### src/rtl/game_mode_controller_if.sv
// Bundles the game-mode controller's button/status inputs and mode outputs.
// Latency: none, this is a wiring bundle only.
// Backpressure: none, all signals are levels or single-cycle pulses.
interface game_mode_controller_if #(
    parameter int CNT_W = 4
);
    logic             btn_reset;
    logic             btn_combo;
    logic             pause_sw;
    logic             game_over;
    logic [2:0]       state;
    logic [CNT_W-1:0] countdown;
    logic             display_combo_en;
    logic             state_changed;

    // Stimulus side: drives the buttons and game status, observes the mode.
    modport master (
        output btn_reset, btn_combo, pause_sw, game_over,
        input  state, countdown, display_combo_en, state_changed
    );

    // Controller side.
    modport slave (
        input  btn_reset, btn_combo, pause_sw, game_over,
        output state, countdown, display_combo_en, state_changed
    );
endinterface

### src/rtl/game_mode_controller.sv
// Game mode FSM (RESET/COUNTDOWN/GAME/PAUSE/OVER) with synchronized, debounced buttons.
// Latency: raw button to mode change = 2 sync + DEBOUNCE_CYCLES + 1 clocks.
// Backpressure: none; all outputs are registered levels or one-cycle pulses.
module game_mode_controller #(
    parameter int DEBOUNCE_CYCLES = 4,
    parameter int TICK_DIV        = 8,
    parameter int COUNTDOWN_TICKS = 3,
    parameter int CNT_W           = 4
) (
    input  logic                 clk,
    input  logic                 rst_n,
    game_mode_controller_if.slave ctrl
);
    localparam int DB_W  = (DEBOUNCE_CYCLES > 1) ? $clog2(DEBOUNCE_CYCLES) : 1;
    localparam int DIV_W = $clog2(TICK_DIV);
    localparam logic [DB_W-1:0]  DB_LAST  = DB_W'(DEBOUNCE_CYCLES - 1);
    localparam logic [DIV_W-1:0] DIV_LAST = DIV_W'(TICK_DIV - 1);
    localparam logic [CNT_W-1:0] CNT_LOAD = CNT_W'(COUNTDOWN_TICKS);
    localparam logic [CNT_W-1:0] CNT_ONE  = CNT_W'(1);

    typedef enum logic [2:0] {
        S_RESET     = 3'd0,
        S_COUNTDOWN = 3'd1,
        S_GAME      = 3'd2,
        S_PAUSE     = 3'd3,
        S_OVER      = 3'd4
    } state_t;

    // Bit index of each raw input inside the synchronizer/debouncer vectors.
    localparam int IDX_RESET = 0;
    localparam int IDX_COMBO = 1;
    localparam int IDX_PAUSE = 2;

    logic [1:0]      rst_sync;
    logic            run;
    logic [2:0]      raw;
    logic [2:0]      sync1;
    logic [2:0]      sync2;
    logic [2:0]      deb;
    logic [DB_W-1:0] db_cnt [3];
    logic            deb_reset_q;
    logic            rst_evt;

    state_t           cur_state;
    state_t           nxt_state;
    logic [CNT_W-1:0] countdown;
    logic [CNT_W-1:0] nxt_countdown;
    logic [DIV_W-1:0] div;
    logic [DIV_W-1:0] nxt_div;
    logic             state_changed;
    logic             display_combo_en;

    assign raw     = {ctrl.pause_sw, ctrl.btn_combo, ctrl.btn_reset};
    assign run     = rst_sync[1];
    assign rst_evt = deb[IDX_RESET] & ~deb_reset_q;

    // Reset release is retimed through two flops; everything else waits for run.
    always_ff @(posedge clk or negedge rst_n) begin
        if (!rst_n) begin
            rst_sync <= 2'b00;
        end else begin
            rst_sync <= {rst_sync[0], 1'b1};
        end
    end

    // Two-flop synchronizers followed by per-input consecutive-sample debouncers.
    always_ff @(posedge clk or negedge rst_n) begin
        if (!rst_n) begin
            sync1       <= '0;
            sync2       <= '0;
            deb         <= '0;
            deb_reset_q <= 1'b0;
            for (int i = 0; i < 3; i++) begin
                db_cnt[i] <= '0;
            end
        end else if (run) begin
            sync1       <= raw;
            sync2       <= sync1;
            deb_reset_q <= deb[IDX_RESET];
            for (int i = 0; i < 3; i++) begin
                if (sync2[i] != deb[i]) begin
                    if (db_cnt[i] == DB_LAST) begin
                        deb[i]    <= sync2[i];
                        db_cnt[i] <= '0;
                    end else begin
                        db_cnt[i] <= db_cnt[i] + DB_W'(1);
                    end
                end else begin
                    db_cnt[i] <= '0;
                end
            end
        end
    end

    // Next mode, countdown and divider; a reset-button event overrides everything.
    always_comb begin
        nxt_state     = cur_state;
        nxt_countdown = countdown;
        nxt_div       = div;
        if (rst_evt) begin
            nxt_state     = S_RESET;
            nxt_countdown = '0;
            nxt_div       = '0;
        end else begin
            case (cur_state)
                S_RESET: begin
                    if (!deb[IDX_PAUSE]) begin
                        nxt_state     = S_COUNTDOWN;
                        nxt_countdown = CNT_LOAD;
                        nxt_div       = '0;
                    end
                end
                S_COUNTDOWN: begin
                    if (deb[IDX_PAUSE]) begin
                        nxt_state     = S_PAUSE;
                        nxt_countdown = '0;
                        nxt_div       = '0;
                    end else if (div == DIV_LAST) begin
                        nxt_div = '0;
                        if (countdown == CNT_ONE) begin
                            nxt_state     = S_GAME;
                            nxt_countdown = '0;
                        end else begin
                            nxt_countdown = countdown - CNT_ONE;
                        end
                    end else begin
                        nxt_div = div + DIV_W'(1);
                    end
                end
                S_GAME: begin
                    if (ctrl.game_over) begin
                        nxt_state = S_OVER;
                    end else if (deb[IDX_PAUSE]) begin
                        nxt_state = S_PAUSE;
                    end
                end
                S_PAUSE: begin
                    if (!deb[IDX_PAUSE]) begin
                        nxt_state     = S_COUNTDOWN;
                        nxt_countdown = CNT_LOAD;
                        nxt_div       = '0;
                    end
                end
                S_OVER: begin
                    nxt_state = S_OVER;
                end
                default: begin
                    nxt_state     = S_RESET;
                    nxt_countdown = '0;
                    nxt_div       = '0;
                end
            endcase
        end
    end

    // Mode register plus registered change pulse and combo-display enable.
    always_ff @(posedge clk or negedge rst_n) begin
        if (!rst_n) begin
            cur_state        <= S_RESET;
            countdown        <= '0;
            div              <= '0;
            state_changed    <= 1'b0;
            display_combo_en <= 1'b0;
        end else if (run) begin
            cur_state        <= nxt_state;
            countdown        <= nxt_countdown;
            div              <= nxt_div;
            state_changed    <= (nxt_state != cur_state);
            display_combo_en <= ((cur_state == S_PAUSE) || (cur_state == S_OVER))
                                && deb[IDX_COMBO];
        end
    end

    assign ctrl.state            = cur_state;
    assign ctrl.countdown        = countdown;
    assign ctrl.state_changed    = state_changed;
    assign ctrl.display_combo_en = display_combo_en;

endmodule

### src/flat_wrapper.sv
// flat-port wrapper written by rule: the top's interface ports become plain ports
module game_mode_controller_flat 
#(
    parameter int DEBOUNCE_CYCLES = 4,
    parameter int TICK_DIV        = 8,
    parameter int COUNTDOWN_TICKS = 3,
    parameter int CNT_W           = 4
)
  (clk, rst_n, ctrl_btn_reset, ctrl_btn_combo, ctrl_pause_sw, ctrl_game_over, ctrl_state, ctrl_countdown, ctrl_display_combo_en, ctrl_state_changed);
  game_mode_controller_if #(.CNT_W(CNT_W)) ctrl_i ();
  input  logic clk;
  input  logic rst_n;
  input wire logic [$bits(ctrl_i.btn_reset)-1:0] ctrl_btn_reset;
  input wire logic [$bits(ctrl_i.btn_combo)-1:0] ctrl_btn_combo;
  input wire logic [$bits(ctrl_i.pause_sw)-1:0] ctrl_pause_sw;
  input wire logic [$bits(ctrl_i.game_over)-1:0] ctrl_game_over;
  output wire logic [$bits(ctrl_i.state)-1:0] ctrl_state;
  output wire logic [$bits(ctrl_i.countdown)-1:0] ctrl_countdown;
  output wire logic [$bits(ctrl_i.display_combo_en)-1:0] ctrl_display_combo_en;
  output wire logic [$bits(ctrl_i.state_changed)-1:0] ctrl_state_changed;
  assign ctrl_i.btn_reset = ctrl_btn_reset;
  assign ctrl_i.btn_combo = ctrl_btn_combo;
  assign ctrl_i.pause_sw = ctrl_pause_sw;
  assign ctrl_i.game_over = ctrl_game_over;
  assign ctrl_state = ctrl_i.state;
  assign ctrl_countdown = ctrl_i.countdown;
  assign ctrl_display_combo_en = ctrl_i.display_combo_en;
  assign ctrl_state_changed = ctrl_i.state_changed;
  game_mode_controller #(.DEBOUNCE_CYCLES(DEBOUNCE_CYCLES), .TICK_DIV(TICK_DIV), .COUNTDOWN_TICKS(COUNTDOWN_TICKS), .CNT_W(CNT_W)) u_core (.clk(clk), .rst_n(rst_n), .ctrl(ctrl_i));
endmodule
### config.mk
export PLATFORM = sky130hd
export DESIGN_NAME = game_mode_controller_flat
export DESIGN_NICKNAME = d
export VERILOG_FILES = /design/src/rtl/game_mode_controller_if.sv /design/src/rtl/game_mode_controller.sv /design/src/flat_wrapper.sv
export SDC_FILE = /design/constraint.sdc
export NUM_CORES = 1
export LEC_CHECK = 0
export BUFFER_PORTS_ARGS = -buffer_cell sky130_fd_sc_hd__buf_2
export CAP_MARGIN = 30
export CORE_AREA = 2 2 63 65
export DETAILED_ROUTE_END_ITERATION = 16
export DIE_AREA = 0 0 65 67
export GPL_TIMING_DRIVEN = 0
export PLACE_DENSITY = 0.68
export SLEW_MARGIN = 25
export SYNTH_ARGS = -nofsm -noshare
export SYNTH_HDL_FRONTEND = slang
export SYNTH_SLANG_ARGS = --single-unit
### constraint.sdc
create_clock -name clk -period 1.81 [get_ports clk]
set_input_delay 0.181 -clock clk [delete_from_list [all_inputs] [get_ports clk]]
set_output_delay 0.181 -clock clk [all_outputs]
set_load 0.01 [all_outputs]
==> results of run 1 <==
-- power groups by stage --
stage          Combinational, W  Clock (W)  Sequential (W)
5_1_grt                 0.00178   0.000597         0.00111
6_report                0.00157   0.000543         0.00107
2_1_floorplan           0.00107          0         0.00107
3_5_place_dp            0.00141          0         0.00108
3_3_place_gp            0.00135          0         0.00106
4_1_cts                 0.00144   0.000571         0.00107
-- cell usage after synthesis, types with 2 or more instances --
| cell | number | share of area |
|---|---|---|
| nor3_1 | 4 | 0.012 |
| buf_6 | 2 | 0.014 |
| nor2_1 | 8 | 0.019 |
| a211o_1 | 3 | 0.016 |
| nand2_1 | 21 | 0.049 |
| and3_1 | 2 | 0.0077 |
| a21oi_1 | 4 | 0.012 |
| nand2b_1 | 3 | 0.012 |
| o21ai_0 | 7 | 0.022 |
| nor4_2 | 2 | 0.015 |
| a41o_1 | 2 | 0.012 |
| o22ai_1 | 7 | 0.027 |
| inv_1 | 13 | 0.030 |
| mux2_2 | 10 | 0.070 |
| dfrtp_1 | 30 | 0.46 |
| xnor2_1 | 3 | 0.016 |
| o211ai_1 | 2 | 0.0093 |
| clkbuf_1 | 5 | 0.012 |
| mux2i_1 | 2 | 0.012 |
| ha_1 | 7 | 0.054 |
| a32o_1 | 2 | 0.012 |
-- sequential cells by signal, summed over array words and instances (netlist names), 2 cells and up --
name,cells
u_core.ctrl.countdown,4
u_core.ctrl.state,3
u_core.db_cnt,6
u_core.deb,3
u_core.div,3
u_core.rst_sync,2
u_core.sync1,3
u_core.sync2,3
-- worst max-delay path by stage --
stage / start / end / slack, ps
after floorplan: u_core.div[0]$_DFFE_PN0P_ / u_core.ctrl.countdown[3]$_DFFE_PN0P_ / 130
after global placement: u_core.div[0]$_DFFE_PN0P_ / u_core.ctrl.countdown[2]$_DFFE_PN0P_ / -20
after detailed placement: u_core.div[0]$_DFFE_PN0P_ / u_core.ctrl.countdown[2]$_DFFE_PN0P_ / -70
after CTS: u_core.deb[0]$_DFFE_PN0P_ / u_core.ctrl.countdown[2]$_DFFE_PN0P_ / 20
after global routing: u_core.div[1]$_DFFE_PN0P_ / u_core.ctrl.countdown[2]$_DFFE_PN0P_ / -40
final: u_core.div[0]$_DFFE_PN0P_ / u_core.ctrl.state_changed$_DFFE_PN0P_ / 40
-- final cells by class --
type | instances | area share
Timing Repair Buffer | 20 | 0.0613
Tap cell | 48 | 0.0313
Clock inverter | 1 | 0.00261
Buffer | 8 | 0.0248
Inverter | 13 | 0.0254
Multi-Input combinational cell | 107 | 0.418
Clock buffer | 7 | 0.0450
Sequential cell | 30 | 0.391
-- metal layers --
| layer | wire (um) | part of all wire | vias to the layer above |
|---|---|---|---|
| met3 | 129 | 0.040 | 7 |
| met4 | 62 | 0.019 | 0 |
| li1 | - | - | 608 |
| met1 | 1360 | 0.42 | 602 |
| met2 | 1660 | 0.52 | 22 |
| met5 | 0 | 0 | - |
-- stage by stage --
step | setup TNS, ps | power [W] | utilization | cells
global route | -95.8 | 0.00348 | 0.532 | 234
global placement | -42.1 | 0.00241 | 0.484 | 220
floorplan | 0 | 0.00214 | - | 158
detailed placement | -114 | 0.00249 | 0.484 | 220
CTS | 0 | 0.00308 | 0.515 | 229
finish | 0 | 0.00318 | 0.532 | 234
-- kinds of logic after synthesis --
group	count (synthesis)
adders and majority gates	7
muxes	12
AOI/OAI and AO/OA	34
other	1
xor gates and xnor gates	3
and+or+nand+nor	50
DFF	30
buffers and inverters	21
-- what timing repair did --
action	CTS	global route
hold buffers	1	0
endpoints found under the setup margin	2	9
buffers inserted	0	5
endpoints found under the hold margin	30	0
pin swaps	1	5
gates resized for setup	1	10
==> flow_metrics.py, run 1 <==
metrics = {
    "critical_path": {
        "crit_path_end_kind": "flop",
        "cp_num_buf_inv": 0,
        "rr_endpoint": "u_core.ctrl.state_changed$_DFFE_PN0P_",
        "slowest_delay_ps": 420,
        "crit_required_ps": 2000,
        "start_kind": "flop",
        "r2r_cells": 6,
        "cp_max_fo": 3,
        "regToRegStartpoint": "u_core.div[0]$_DFFE_PN0P_",
        "crit_family": "compound AO/OA/AOI/OAI gates",
        "path_common_cell": "ha_2",
        "arrival_ps": 1960,
        "crit_cells": 6,
        "worstPathCellList": "ha_2 -> ha_2 -> nand4bb_1 -> a2111oi_2 -> a21oi_1 -> a41oi_1",
        "r2r_slack_ps": 40,
        "crit_slowest_cell": "a2111oi_2",
        "worstSetupPathType": "flop to flop",
    },
    "die": {
        "rows": 22,
        "die_w_um": 65,
        "core_area_sq_um": 3610,
        "initial_utilization": 0.448,
        "die_h_um": 67,
        "ioPinCount": 15,
        "die-area_sq_um": 4360,
    },
    "hold_path": {
        "hold_path_depth": 2,
        "min_from": "ctrl_btn_reset",
        "min-delay-path-class": "input pin to flop",
        "hold-path-endpoint": "u_core.sync1[0]$_DFFE_PN0P_",
    },
    "layout": {
        "fin_nets": 198,
        "final_common_cell": "dfrtp_1",
        "antenna_cells": 0,
        "syn_to_final_growth_pct": 18.7,
        "fill_cells": 341,
        "regArea_sq_um": 751,
        "multi_input_area_sq_um": 802,
        "most-common-layout-cells": "dfrtp_1 (30), nand2_1 (21), buf_2 (15)",
        "drive_gt1_frac": 0.274,
        "design_area_sq_um": 1920,
    },
    "drt": {
        "drt-total-wl_um": 3210,
        "first_pass_iters": 4,
        "drt_iter0_drc": 38,
        "num_vias": 1239,
        "drc": 0,
        "viasPerCell": 5.29,
        "ant_nets": 0,
        "post_drt_wl_per_cell_um": 13.7,
    },
    "place": {
        "place.gp.congestion": 0.939,
        "dp_slack_ps": -65.3,
        "postPlaceCellArea_sq_um": 1750,
        "dp_hpwl_um": 2320,
        "placement.io_buffers": 14,
    },
    "synthesis": {
        "synth_edf_count": 0,
        "synth-simple-area-share": 0.163,
        "synthCells": 158,
        "synthFlopType": "dfrtp_1",
        "synth_fa_ha_area_frac": 0.0542,
        "synthMuxAreaShare": 0.0821,
        "synth_compound_area_frac": 0.158,
        "mappedNetlistArea_sq_um": 1620,
        "synth_top_family_by_area": "simple AND/OR/NAND/NOR gates",
        "synthArstFlopShare": 1.00,
        "ys_seq_area_frac": 0.465,
        "synth_area_per_cell_sq_um": 10.2,
        "ys_ff_latch": 30,
        "ys_types": 40,
        "synthXorXnorAreaFrac": 0.0163,
        "synth_nets": 171,
        "synth_warnings": 0,
    },
    "sta": {
        "worst_pin_slew_ps": 674,
        "relSlewSlack": 0.551,
        "setup_viol": 0,
        "hold_viol": 0,
        "setup_slack_ps": 42.4,
        "period_needed_ps": 1770,
        "rsz0062_at_grt": "true",
        "whs_ps": 129,
        "slew_violations": 0,
        "clock_skew_ps": 2.69,
        "fmax_mhz": 566,
        "fin_crit_sh": 0.977,
    },
    "pwr": {
        "power_frac_comb": 0.492,
        "p_seq_frac": 0.337,
        "cellPowerDensity_nw_per_um2": 1660,
        "p_leak_nw": 0.888,
        "clkPwrFrac": 0.171,
        "netSwitchingFraction": 0.393,
        "internal_power_w": 0.00193,
        "ir_worst_vdd_uv": 828,
        "p_switching_w": 0.00125,
    },
    "global_routing": {
        "grt_pass1_wl_um": 5700,
        "use_met3": 0.0473,
        "grt_max_degree": 31,
        "met1_usage": 0.193,
        "busiest_layer": "met2",
        "grt_usage": 0.175,
        "first_global_vias": 1297,
        "gr-total-overflow": 0,
        "antenna_found_initial": 0,
        "globalRouteMet2Util": 0.314,
    },
    "run": {
        "cap_violations": 0,
    },
    "cts": {
        "clock_path_buffers": 2,
        "cts_sinks": 30,
        "root_buffer": "clkbuf_8",
        "cts_tree": "built",
        "cts.clk_slew.worst_paths_ps": 60,
        "clock_latency_ps": 280,
        "htree_levels": 2,
        "numCtsBuffers": 5,
    },
    "run_status": {
        "status": "completed",
    },
}
(Power assumes the default switching activity.)
==> run 2, diff against run 1 <==
CORE_AREA = 2 2 61 68   (was 2 2 63 65)
DIE_AREA = 0 0 63 70   (was 0 0 65 67)
PLACE_DENSITY = 0.67   (was 0.68)
==> run 2 against run 1 <==
Flip-flop and latch count unchanged. Die area is 1.3% higher. Sequential power about the same. Largest cell class unchanged. Largest power group unchanged.
==> flow_metrics.py, run 2 (synthesis results as in run 1) <==
metrics = {
    "die": {
        "die-area_sq_um": 4410,
        "ioPinCount": 15,
        "rows": 24,
        "die_h_um": 70,
        "core_area_sq_um": 3810,
        "die_w_um": 63,
        "initial_utilization": 0.424,
    },
    "layout": {
        "antenna_cells": 0,
        "top_register": "u_core.db_cnt",
        "reg.largest.list": "u_core.db_cnt: 6 flops, u_core.ctrl.countdown: 4 flops",
        "drive_gt1_frac": 0.285,
        "fin_nets": 198,
        "final_common_cell": "dfrtp_1",
        "syn_to_final_growth_pct": 19.4,
        "final_util": 0.506,
        "most-common-layout-cells": "dfrtp_1 (30), nand2_1 (21), buf_2 (15)",
        "largest_reg_flops": 6,
    },
    "sta": {
        "relSlewSlack": 0.553,
        "hold_viol": 0,
        "worst_pin_slew_ps": 670,
        "fin_crit_sh": 0.960,
        "slew_violations": 0,
        "setup_slack_ps": 72.2,
        "setup_viol": 0,
        "period_needed_ps": 1740,
        "fmax_mhz": 575,
        "clock_skew_ps": 5.75,
    },
    "global_routing": {
        "grt_pass1_wl_um": 5530,
        "grt_usage": 0.161,
        "grt_max_degree": 31,
        "gr-total-overflow": 0,
        "first_global_vias": 1212,
        "antenna_found_initial": 0,
    },
    "pwr": {
        "cellPowerDensity_nw_per_um2": 1660,
        "p_leak_nw": 0.891,
        "ir_worst_vdd_uv": 571,
    },
    "cts": {
        "htree_levels": 2,
        "cts.clk_slew.worst_paths_ps": 60,
        "numCtsBuffers": 5,
        "clock_path_buffers": 2,
        "clock_latency_ps": 290,
        "cts_tree": "built",
        "cts_sinks": 30,
        "root_buffer": "clkbuf_8",
    },
    "drt": {
        "first_pass_iters": 4,
        "drt-total-wl_um": 3210,
        "drt_iter0_drc": 42,
        "viasPerCell": 5.15,
        "num_vias": 1225,
        "drc": 0,
        "post_drt_wl_per_cell_um": 13.5,
        "ant_nets": 0,
    },
    "place": {
        "place.gp.congestion": 0.863,
        "placement.io_buffers": 14,
        "dp_slack_ps": -109,
        "dp_hpwl_um": 2340,
    },
    "hold_path": {
        "min-delay-path-class": "input pin to flop",
    },
    "run": {
        "cap_violations": 0,
    },
    "critical_path": {
        "crit_required_ps": 1990,
        "start_kind": "flop",
        "crit_path_end_kind": "flop",
        "arrival_ps": 1910,
        "cp_max_fo": 4,
        "worstSetupPathType": "flop to flop",
    },
    "run_status": {
        "status": "completed",
    },
}
==> run 2: cell count changes in the layout (fill, tap and decap cells not counted), sizes merged <==
cell | previous run | this run
clkbuf | 12 | 11
clkinvlp | 0 | 1
==> run 2: timing repair <==
item | in CTS | in global routing
resized for setup | 1 | 12
hold buffers | 1 | 0
gates cloned | 0 | 0
endpoints found under the setup margin | 3 | 3
setup buffers | 0 | 5
pin swaps | 1 | 6
hold endpoints to repair | 30 | 0
==> run 2: layer usage <==
metal | share of wire | track usage
met5 | 0 | 0
met4 | 0.017 | 0.0593
met3 | 0.039 | 0.0564
met2 | 0.52 | 0.264
met1 | 0.43 | 0.193
==> run 2: cell type report <==
class	count	area, sq um
multi-input cells	107	802
well taps	52	65.1
repair buffers	20	118
inverters	13	48.8
plain buffers	8	48.8
clock buffers	6	82.6
fillers	360	1890
clock inverters	2	12.5
flip-flops and latches	30	751
==> run 2: power breakdown <==
| part | total (W) | internal [W] | switching (W) |
|---|---|---|---|
| registers | 0.00107 | 0.000884 | 0.000184 |
| logic | 0.00157 | 0.000742 | 0.000833 |
| clock network | 0.000555 | 0.000305 | 0.000251 |
==> run 2: worst paths after layout <==
kind,slack (ps),end,cells after the start,startpoint
worst max-delay path,70,u_core.ctrl.countdown[3]$_DFFE_PN0P_,6,u_core.div[0]$_DFFE_PN0P_
worst min-delay path,120,u_core.sync1[1]$_DFFE_PN0P_,2,ctrl_btn_combo
min in group asynchronous,470,u_core.ctrl.countdown[0]$_DFFE_PN0P_,2,rst_n
max in group asynchronous,890,u_core.ctrl.state_changed$_DFFE_PN0P_,2,rst_n
worst max register to register,70,u_core.ctrl.countdown[3]$_DFFE_PN0P_,6,u_core.div[0]$_DFFE_PN0P_
worst min register to register,350,u_core.rst_sync[1]$_DFF_PN0_,0,u_core.rst_sync[0]$_DFF_PN0_
==> run 2: metrics by stage <==
stage	cell area, sq um	hold slack [ps]	TNS [ps]	total power [W]	std cells
2_1_floorplan	1620	-115	0	0.00214	158
3_3_place_gp	1750	244	-38.6	0.00242	224
3_5_place_dp	1750	251	-214	0.00249	224
4_1_cts	1860	120	0	0.00310	233
5_1_grt	1930	119	-29.9	0.00347	238
6_report	1930	124	0	0.00320	238
==> run 2: critical path: stages (launching register included) <==
cell	delay [ps]
dfrtp_1	380
ha_2	180
ha_2	170
nand2b_4	150
nor4_4	380
nor2_4	100
a32o_1	270
==> run 3, diff against run 2 <==
RECOVER_POWER = 25   (was not set)
==> run 3 against run 2 <==
Register-to-register slack about the same. Clock skew about the same. Count of clock-buffer cells in the layout unchanged. Sequential power about the same.
==> flow_metrics.py, run 3 (synthesis results as in run 1) <==
metrics = {
    "pwr": {
        "p_leak_nw": 0.882,
        "internal_power_w": 0.00192,
        "netSwitchingFraction": 0.397,
        "cellPowerDensity_nw_per_um2": 1660,
        "ir_worst_vdd_uv": 572,
        "power_frac_comb": 0.491,
        "clkPwrFrac": 0.174,
        "total_power_w": 0.00319,
        "p_seq_frac": 0.335,
        "p_switching_w": 0.00127,
    },
    "cts": {
        "cts_tree": "built",
        "cts.clk_slew.worst_paths_ps": 60,
        "clock_path_buffers": 2,
        "root_buffer": "clkbuf_8",
        "htree_levels": 2,
        "numCtsBuffers": 5,
        "clock_latency_ps": 290,
        "cts_sinks": 30,
    },
    "sta": {
        "slew_violations": 0,
        "hold_viol": 0,
        "tns_ps": 0,
        "fin_crit_sh": 0.960,
        "whs_ps": 124,
        "period_needed_ps": 1740,
        "setup_viol": 0,
        "worst_pin_slew_ps": 746,
        "clock_skew_ps": 5.75,
        "relSlewSlack": 0.503,
        "fmax_mhz": 575,
    },
    "run": {
        "cap_violations": 0,
    },
    "critical_path": {
        "path_common_cell": "ha_2",
        "worstPathCellList": "ha_2 -> ha_2 -> nand2b_4 -> nor4_4 -> nor2_4 -> a32o_1",
        "crit_required_ps": 1990,
        "crit_path_end_kind": "flop",
        "cp_max_fo": 4,
        "regToRegStartpoint": "u_core.div[0]$_DFFE_PN0P_",
        "start_kind": "flop",
        "setup.worst_path.end": "u_core.ctrl.countdown[3]$_DFFE_PN0P_",
        "r2r_slack_ps": 70,
        "arrival_ps": 1910,
        "r2r_cells": 6,
        "slowest_delay_ps": 380,
        "worstSetupPathType": "flop to flop",
        "rr_endpoint": "u_core.ctrl.countdown[3]$_DFFE_PN0P_",
        "crit_slowest_cell": "dfrtp_1",
        "cp-startpoint": "u_core.div[0]$_DFFE_PN0P_",
    },
    "layout": {
        "design_area_sq_um": 1920,
        "fill_cells": 360,
        "final_common_cell": "dfrtp_1",
        "fin_nets": 198,
        "most-common-layout-cells": "dfrtp_1 (30), nand2_1 (21), inv_1 (13)",
        "syn_to_final_growth_pct": 19.1,
        "antenna_cells": 0,
        "final_util": 0.505,
        "reg.largest.list": "u_core.db_cnt: 6 flops, u_core.ctrl.countdown: 4 flops",
        "top_register": "u_core.db_cnt",
        "drive_gt1_frac": 0.269,
        "largest_reg_flops": 6,
    },
    "drt": {
        "drt-total-wl_um": 3190,
        "num_vias": 1220,
        "post_drt_wl_per_cell_um": 13.4,
        "drc": 0,
        "viasPerCell": 5.13,
        "first_pass_iters": 4,
        "drt_iter0_drc": 42,
        "ant_nets": 0,
    },
    "run_status": {
        "status": "completed",
    },
    "global_routing": {
        "grt_pass1_wl_um": 5530,
        "antenna_found_initial": 0,
        "first_global_vias": 1212,
        "gr-total-overflow": 0,
        "grt_usage": 0.161,
        "grt_max_degree": 31,
    },
    "die": {
        "initial_utilization": 0.424,
        "die_w_um": 63,
        "die-area_sq_um": 4410,
        "rows": 24,
        "core_area_sq_um": 3810,
        "die_h_um": 70,
        "ioPinCount": 15,
    },
    "place": {
        "placement.io_buffers": 14,
        "postPlaceCellArea_sq_um": 1750,
        "dp_hpwl_um": 2340,
        "place.gp.congestion": 0.863,
    },
    "hold_path": {
        "min-delay-path-class": "input pin to flop",
        "hold_path_depth": 2,
    },
}
-- run 3: cell types whose count changed in the layout (fill, tap and decap cells not counted) --
cell	change
buf_2	-4
clkbuf_2	+1
clkbuf_1	+3
-- run 3: metrics by stage --
stage,std cells,worst slack [ps]
2_1_floorplan,158,132
3_3_place_gp,224,-19.5
3_5_place_dp,224,-109
4_1_cts,233,6.63
5_1_grt,238,-15.8
6_report,238,72.2
-- run 3: layout make-up --
type	count	area (sq um)	share of cell area
Buffer	8	48.8	0.0254
Clock buffer	6	82.6	0.0429
Clock inverter	2	12.5	0.00650
Inverter	13	48.8	0.0254
Multi-Input combinational cell	107	802	0.417
Sequential cell	30	751	0.390
Tap cell	52	65.1	0.0338
Timing Repair Buffer	20	114	0.0592
-- run 3: worst max-delay path: cells and delay by family (launching register included) --
kind,cells,cell delay (ps)
simple gates,3,630
compound gates,1,270
flops,1,380
fa+ha+maj,2,350
-- run 3: metal layers --
layer	global-route usage	up-vias	wire [um]
li1	-	609	-
met1	0.193	587	1370
met2	0.264	19	1650
met3	0.0564	5	124
met4	0.0593	0	53
met5	0	-	0
-- run 3: timing repair --
item / in CTS / in global routing
endpoints found under the setup margin: 3 / 3
resized for setup: 1 / 12
hold buffers: 1 / 0
setup buffers: 0 / 5
pin swaps: 1 / 6
hold endpoints to repair: 30 / 0
-- run 3: worst min path at each step --
| stage | start | end | slack [ps] |
|---|---|---|---|
| floorplan | rst_n | u_core.ctrl.countdown[0]$_DFFE_PN0P_ | -110 |
| global placement | rst_n | u_core.ctrl.countdown[1]$_DFFE_PN0P_ | 240 |
| detailed placement | rst_n | u_core.ctrl.countdown[0]$_DFFE_PN0P_ | 250 |
| CTS | ctrl_pause_sw | u_core.sync1[2]$_DFFE_PN0P_ | 120 |
| global route | ctrl_pause_sw | u_core.sync1[2]$_DFFE_PN0P_ | 120 |
| finish | ctrl_btn_combo | u_core.sync1[1]$_DFFE_PN0P_ | 120 |
-- run 3: power by group through the flow --
stage / registers [W] / logic, W / clock network, W
global placement: 0.00106 / 0.00136 / 0
CTS: 0.00107 / 0.00145 / 0.000579
finish: 0.00107 / 0.00157 / 0.000555
global route: 0.00110 / 0.00174 / 0.000615
detailed placement: 0.00108 / 0.00142 / 0
floorplan: 0.00107 / 0.00107 / 0
